File: config.mk
export PLATFORM = sky130hd
export DESIGN_NAME = vga_timing
export DESIGN_NICKNAME = d
export VERILOG_FILES = /design/src/rtl/vga_pkg.sv /design/src/rtl/phase_counter.sv /design/src/rtl/vga_timing.sv
export SDC_FILE = /design/constraint.sdc
export NUM_CORES = 1
export LEC_CHECK = 0
export CAP_MARGIN = 20
export CORE_UTILIZATION = 49
export DETAILED_ROUTE_END_ITERATION = 10
export GPL_ROUTABILITY_DRIVEN = 0
export HOLD_SLACK_MARGIN = 0.05
export PLACE_DENSITY = 0.76
export SYNTH_ARGS = -nofsm -noshare
export SYNTH_HDL_FRONTEND = slang
export SYNTH_SLANG_ARGS = --single-unit
File: constraint.sdc
create_clock -name clk -period 1.8 [get_ports clk]
set_clock_uncertainty 0.1 [all_clocks]
set_input_delay 0.36 -clock clk [delete_from_list [all_inputs] [get_ports clk]]
set_output_delay 0.36 -clock clk [all_outputs]
set_load 0.03 [all_outputs]
File: src/rtl/vga_pkg.sv
// Shared VGA timing constants and the raster phase type.
// Defaults describe 640x480 at 60 Hz from a 100 MHz system clock.
package vga_pkg;

   localparam int DEF_CLK_DIV  = 4;
   localparam int DEF_H_ACTIVE = 640;
   localparam int DEF_H_FP     = 16;
   localparam int DEF_H_SYNC   = 96;
   localparam int DEF_H_BP     = 48;
   localparam int DEF_V_ACTIVE = 480;
   localparam int DEF_V_FP     = 10;
   localparam int DEF_V_SYNC   = 2;
   localparam int DEF_V_BP     = 33;

   localparam int DEF_H_TOTAL = DEF_H_ACTIVE + DEF_H_FP + DEF_H_SYNC + DEF_H_BP;
   localparam int DEF_V_TOTAL = DEF_V_ACTIVE + DEF_V_FP + DEF_V_SYNC + DEF_V_BP;

   typedef enum logic [1:0] {
      ACTIVE = 2'd0,
      FP     = 2'd1,
      SYNC   = 2'd2,
      BP     = 2'd3
   } phase_t;

endpackage

File: src/rtl/phase_counter.sv
// One raster axis: a wrapping count plus an ACTIVE/FP/SYNC/BP phase FSM
// that steps in lockstep with the count, so phase always matches the count range.
module phase_counter
   import vga_pkg::*;
#(
   parameter int W          = 10,
   parameter int ACTIVE_LEN = DEF_H_ACTIVE,
   parameter int FP_LEN     = DEF_H_FP,
   parameter int SYNC_LEN   = DEF_H_SYNC,
   parameter int BP_LEN     = DEF_H_BP
) (
   input  logic         clk,
   input  logic         rst_n,
   input  logic         en,
   output logic [W-1:0] cnt,
   output phase_t       phase,
   output logic         wrap
);

   localparam int TOTAL = ACTIVE_LEN + FP_LEN + SYNC_LEN + BP_LEN;

   localparam logic [W-1:0] LAST_ACTIVE = W'(ACTIVE_LEN - 1);
   localparam logic [W-1:0] LAST_FP     = W'(ACTIVE_LEN + FP_LEN - 1);
   localparam logic [W-1:0] LAST_SYNC   = W'(ACTIVE_LEN + FP_LEN + SYNC_LEN - 1);
   localparam logic [W-1:0] LAST        = W'(TOTAL - 1);

   phase_t phase_next;

   assign wrap = en && (cnt == LAST);

   always_ff @(posedge clk) begin
      if (!rst_n) begin
         cnt   <= '0;
         phase <= ACTIVE;
      end else begin
         if (en) begin
            cnt <= wrap ? '0 : cnt + W'(1);
         end
         phase <= phase_next;
      end
   end

   // Transitions fire on the last count of each phase, together with the count step.
   always_comb begin
      phase_next = phase;
      if (en) begin
         unique case (phase)
            ACTIVE:  if (cnt == LAST_ACTIVE) phase_next = FP;
            FP:      if (cnt == LAST_FP)     phase_next = SYNC;
            SYNC:    if (cnt == LAST_SYNC)   phase_next = BP;
            BP:      if (cnt == LAST)        phase_next = ACTIVE;
            default: phase_next = ACTIVE;
         endcase
      end
   end

endmodule

File: src/rtl/vga_timing.sv
// Free-running VGA raster generator: pixel-rate divider, horizontal and vertical
// phase counters, and a registered output stage for coordinates, syncs and strobes.
module vga_timing
   import vga_pkg::*;
#(
   parameter int CLK_DIV  = DEF_CLK_DIV,
   parameter int H_ACTIVE = DEF_H_ACTIVE,
   parameter int H_FP     = DEF_H_FP,
   parameter int H_SYNC   = DEF_H_SYNC,
   parameter int H_BP     = DEF_H_BP,
   parameter int V_ACTIVE = DEF_V_ACTIVE,
   parameter int V_FP     = DEF_V_FP,
   parameter int V_SYNC   = DEF_V_SYNC,
   parameter int V_BP     = DEF_V_BP
) (
   input  logic       clk,
   input  logic       rst_n,
   output logic [9:0] p_col,
   output logic [9:0] p_row,
   output logic       video_on,
   output logic       hsync,
   output logic       vsync,
   output logic       pixel_tick,
   output logic       frame_start
);

   localparam int DIV_W = (CLK_DIV > 1) ? $clog2(CLK_DIV) : 1;
   localparam logic [DIV_W-1:0] DIV_LAST = DIV_W'(CLK_DIV - 1);

   logic [DIV_W-1:0] div;
   logic             pe;
   logic             pe_q;
   logic             frame_q;
   logic [9:0]       h_cnt;
   logic [9:0]       v_cnt;
   phase_t           h_phase;
   phase_t           v_phase;
   logic             h_wrap;
   logic             v_wrap;

   assign pe = (div == DIV_LAST);

   // pe_q and frame_q mark "counters just stepped" so the strobes line up with the output stage.
   always_ff @(posedge clk) begin
      if (!rst_n) begin
         div     <= '0;
         pe_q    <= 1'b0;
         frame_q <= 1'b0;
      end else begin
         div     <= pe ? '0 : div + DIV_W'(1);
         pe_q    <= pe;
         frame_q <= v_wrap;
      end
   end

   phase_counter #(
      .W          (10),
      .ACTIVE_LEN (H_ACTIVE),
      .FP_LEN     (H_FP),
      .SYNC_LEN   (H_SYNC),
      .BP_LEN     (H_BP)
   ) u_h (
      .clk   (clk),
      .rst_n (rst_n),
      .en    (pe),
      .cnt   (h_cnt),
      .phase (h_phase),
      .wrap  (h_wrap)
   );

   phase_counter #(
      .W          (10),
      .ACTIVE_LEN (V_ACTIVE),
      .FP_LEN     (V_FP),
      .SYNC_LEN   (V_SYNC),
      .BP_LEN     (V_BP)
   ) u_v (
      .clk   (clk),
      .rst_n (rst_n),
      .en    (h_wrap),
      .cnt   (v_cnt),
      .phase (v_phase),
      .wrap  (v_wrap)
   );

   // Output stage is reset too, so a mid-frame reset drops any sync pulse on the same edge.
   always_ff @(posedge clk) begin
      if (!rst_n) begin
         p_col       <= '0;
         p_row       <= '0;
         video_on    <= 1'b0;
         hsync       <= 1'b1;
         vsync       <= 1'b1;
         pixel_tick  <= 1'b0;
         frame_start <= 1'b0;
      end else begin
         p_col       <= h_cnt;
         p_row       <= v_cnt;
         video_on    <= (h_phase == ACTIVE) && (v_phase == ACTIVE);
         hsync       <= (h_phase != SYNC);
         vsync       <= (v_phase != SYNC);
         pixel_tick  <= pe_q;
         frame_start <= frame_q;
      end
   end

endmodule

-- Word-level counts from Yosys, hierarchy flattened
Index checks and enable logic that the tools add are counted.
- add/sub/neg operators: 3
- bitwise logic cells: 1
- multiplexer cells: 12
- equality and inequality tests: 25
- reductions and logical operators: 8
- operators by type and width (operator ; count):
    10-bit == test (second input constant) ; 5
    10-bit by 9-bit == test with 1-bit output (second input constant) ; 3
    10-bit by 1-bit adder with 10-bit output (second input constant) ; 2
    10-bit two-way mux ; 2
    2-bit two-way mux ; 8
    2-bit by 1-bit != test with 1-bit output (second input constant) ; 8
    2-bit case mux with 4 select lines ; 2
    2-bit == test (second input constant) ; 5
    5-bit AND reduction ; 2
    2-bit by 1-bit == test with 1-bit output (second input constant) ; 2
    2-bit logical NOT ; 2
    2-bit != test (second input constant) ; 2
    1-bit logical AND ; 3
    2-bit by 1-bit adder with 2-bit output (second input constant) ; 1
    2-bit OR reduction ; 1
    1-bit NOT ; 1
- output and inout bits: 25
- input port bits: 2
- register bits after elaboration: 53
- word-level logic and storage cells: 63

-- Longest topological paths before layout
- depth after elaboration: 4
- gate-level depth with buffers: 7
- gate-level depth less buffers: 7

-- Cells and area by module
Synthesis repeated with hierarchy kept, for this count alone.
- cells, all modules: 223
- area total of the unflattened synthesis: 2277.2 um^2
- modules (own cells, without submodules) (module ; cells each ; instances ; area each (um^2)):
    vga_timing ; 63 ; 1 ; 845.8
    phase_counter at u_v ; 81 ; 1 ; 743.2
    phase_counter at u_h ; 79 ; 1 ; 688.2

-- Worst setup path before layout
Ideal clock, no wire load.
- kind: register to register
- start point: register u_h.phase[0]
- end point: register u_h.phase[0]
- period minus slack after synthesis: 1.923 ns
- library setup time: 0.132 ns
- cell stages (with the launch flop): 8
- setup slack: -0.123 ns
- data arrival time: 1.691 ns
- required time: 1.568 ns
- path through: dfxtp_1 inv_1 ha_1 or3_1 a2111oi_2 o2111ai_1 nor3_1 a211oi_1
- word-level cells in the longest chain between the ends: 3
- elaborated cells on any way between the ends: 10
- classes of those cells: 7 x eq/ne; 1 x mux; 2 x reduce/logical
- ends and longest elaborated chain (item ; RTL line ; text):
    from (decl) ; phase_counter.sv:16 ; output phase_t phase,
    from (signal assigned) ; phase_counter.sv:39 ; phase <= phase_next;
    2-bit == test, or another cell as far along ; phase_counter.sv:47 ; unique case (phase)
    2-bit by 1-bit != test with 1-bit output (no line) ; - ;
    5-bit AND reduction (no line) ; - ;
Parallel ways exist; a longest one is shown, timed or not.
A chain may end at the register's enable or synchronous reset.

-- Worst setup path after layout
Ends and elaborated chain as after synthesis.

==> flow_summary.ini <==
[setup_path]
r2r-start = u_h.phase[0]
r2r_end = u_h.phase[0]
setup.worst_path.start = u_h.phase[0]
cp.required_ns = 1.88
ff2ff_path_depth = 7
critPathBufInv = 1
crit_slowest_cell = dfxtp_2
path_class = flop to flop
reg2reg_slack_ns = -0.11
cp_max_fo = 4
path_cells = inv_2 -> ha_4 -> or3_4 -> a2111oi_4 -> o2111ai_2 -> nor3_2 -> a211oi_1
cpPeakStageDelay_ns = 0.37
cp-start-kind = flop
arrival_ns = 1.99
endpoint_kind = flop
cp_top_family = compound AO/OA/AOI/OAI gates

[power_and_ir_drop]
finalPower_mw = 2.10
vdd_drop_max_mv = 0.452
p_per_area_nw_per_um2 = 694
p_leak_nw = 1.26

[clock_network]
htreeDepth = 2
cts_sinks = 53
cts_made_buffers = 5
cts-root-buf = clkbuf_8
clk_path_buf_depth = 2
clk_pin_slew_ns = 0.10
clk_latency_ns = 0.31
cts_tree = done

[finish]
fin_cells = 336
syn2layout_area_growth_pct = 41.2
final_area_um2 = 3030
fillers = 286
drive_above_1_share = 0.276
final_util = 0.740
diodes = 0
final_common_cell = dfxtp_1
final_cell_mix = dfxtp_1, buf_4, nor2_1, clkdlybuf4s50_1, and2_1
nNetsFinal = 300

[die]
dieArea_um2 = 4640
rows = 23
core_um2 = 4090
start_util = 0.524
die_width_um = 68.1
ios = 27
die_y_um = 68.1

[status]
status = finished, violations left
violations = setup timing

[hold_path]
min_path_cells = 1
hp-start = frame_q
min_to = frame_start
min_path_type = flop to flop

[sta]
whs_ns = 0.342
tns_ns = -0.153
setup_violations = 2
hold_viol = 0
slew_headroom = 0.678
drv_slew = 0
fmax_ghz = 0.523
setup_ws_ns = -0.112
worst_slew_pin_slew_ns = 0.482
fin_crit_sh = 1.06
rsz0062_at_grt = true
post-route-min-period_ns = 1.91

[detailed_routing]
ant_nets = 0
wirelength_um = 5030
vias = 1746
drc = 0
via_per_inst = 5.20
drtPass1Iterations = 4
wl_per_cell_um = 15.0
drtIter0Drc = 73

[synthesis]
synthCells = 223
mappedNetlistArea_um2 = 2140
synthAdderAreaFrac = 0.0759
ys_ff_latch = 53
syn_avg_cell_area_um2 = 9.61
ys_top_cells_by_area = dfxtp_1, ha_1, xor2_1
yosys_warnings = 0
synth_top_family_by_area = simple AND/OR/NAND/NOR gates
synth_edf_count = 0
synthArstFlopShare = 0
synth-seq-area-share = 0.495
synth_compound_area_frac = 0.0578
synth_top_area_share = 0.495
synth_ff_type = dfxtp_1
ys_types = 37
synth-xor-area-share = 0.0695
yosysTopAreaCell = dfxtp_1
synth_nets = 238
synthSimpleGateAreaFrac = 0.266
muxShareOfSynthArea = 0.00467

[place]
dp.final_hpwl_um = 3140
port_buffers = 26
dp.cells = 323
placedInstanceArea_um2 = 2690
pre_cts_slack_ns = -0.154

[global_routing]
globalRouteTotalUtil = 0.224
grt_first_pass_wirelength_um = 7540
antenna_found_initial = 0
grt_max_degree = 17
gr-total-overflow = 0
grt_pass1_vias = 1656

[run]
maxCapViolCount = 0
-- cells in the mapped netlist, types with 4 or more instances --
library cell / number
nand2b_1: 4
inv_1: 9
xnor2_1: 4
a21oi_1: 4
dfxtp_1: 53
nand3_1: 13
clkbuf_1: 7
and2_1: 18
nand4_1: 6
nor2_1: 26
xor2_1: 13
and3_1: 4
ha_1: 13
nand2_1: 14
-- flip-flops by register name, summed over array words and instances (netlist names), 2 cells and up --
signal     count
u_h.cnt       10
div            2
p_col         10
p_row         10
u_v.phase      2
u_h.phase      2
u_v.cnt       10
-- how the worst max path moves through the flow --
stage	to	slack, ns	depth (start not counted)
2_1_floorplan	u_h.phase[0]	-0.06	7
3_3_place_gp	u_h.phase[0]	-0.1	7
3_5_place_dp	u_h.phase[0]	-0.15	7
4_1_cts	u_h.phase[0]	-0.11	7
5_1_grt	u_h.phase[0]	-0.20	7
6_report	u_h.phase[0]	-0.11	7
-- timing repair --
action / CTS / global route
gates resized for setup: 5 / 37
setup endpoints to repair: 2 / 24
hold buffers: 0 / 0
buffers inserted: 1 / 4
pin swaps: 3 / 11
-- final cells by class --
type / count / area (um^2) / share of cell area
tap: 50 / 62.6 / 0.0207
sequential: 53 / 1070 / 0.354
clock buffer: 6 / 82.6 / 0.0273
inverter: 9 / 33.8 / 0.0112
multi-input combinational: 153 / 1160 / 0.385
clock inverter: 2 / 37.5 / 0.0124
timing repair buffer: 63 / 573 / 0.189
-- cell families after synthesis --
kind of cell / count (synthesis)
simple gates: 105
flops: 53
compound gates: 17
xor+xnor: 17
buf+inv: 17
fa+ha+maj: 13
mux: 1
-- power by group --
group | switching, mW | total (mW) | internal [mW]
clock network | 0.383 | 0.835 | 0.452
logic | 0.0411 | 0.0744 | 0.0333
registers | 0.00796 | 1.19 | 1.18
total | 0.432 | 2.10 | 1.67
-- routing by layer --
layer,routed length [um],track usage
met1,2280,0.282
met2,2500,0.366
met3,189,0.0517
met4,58,0.0885
met5,0,0
Power figures use the tool's default switching activity.
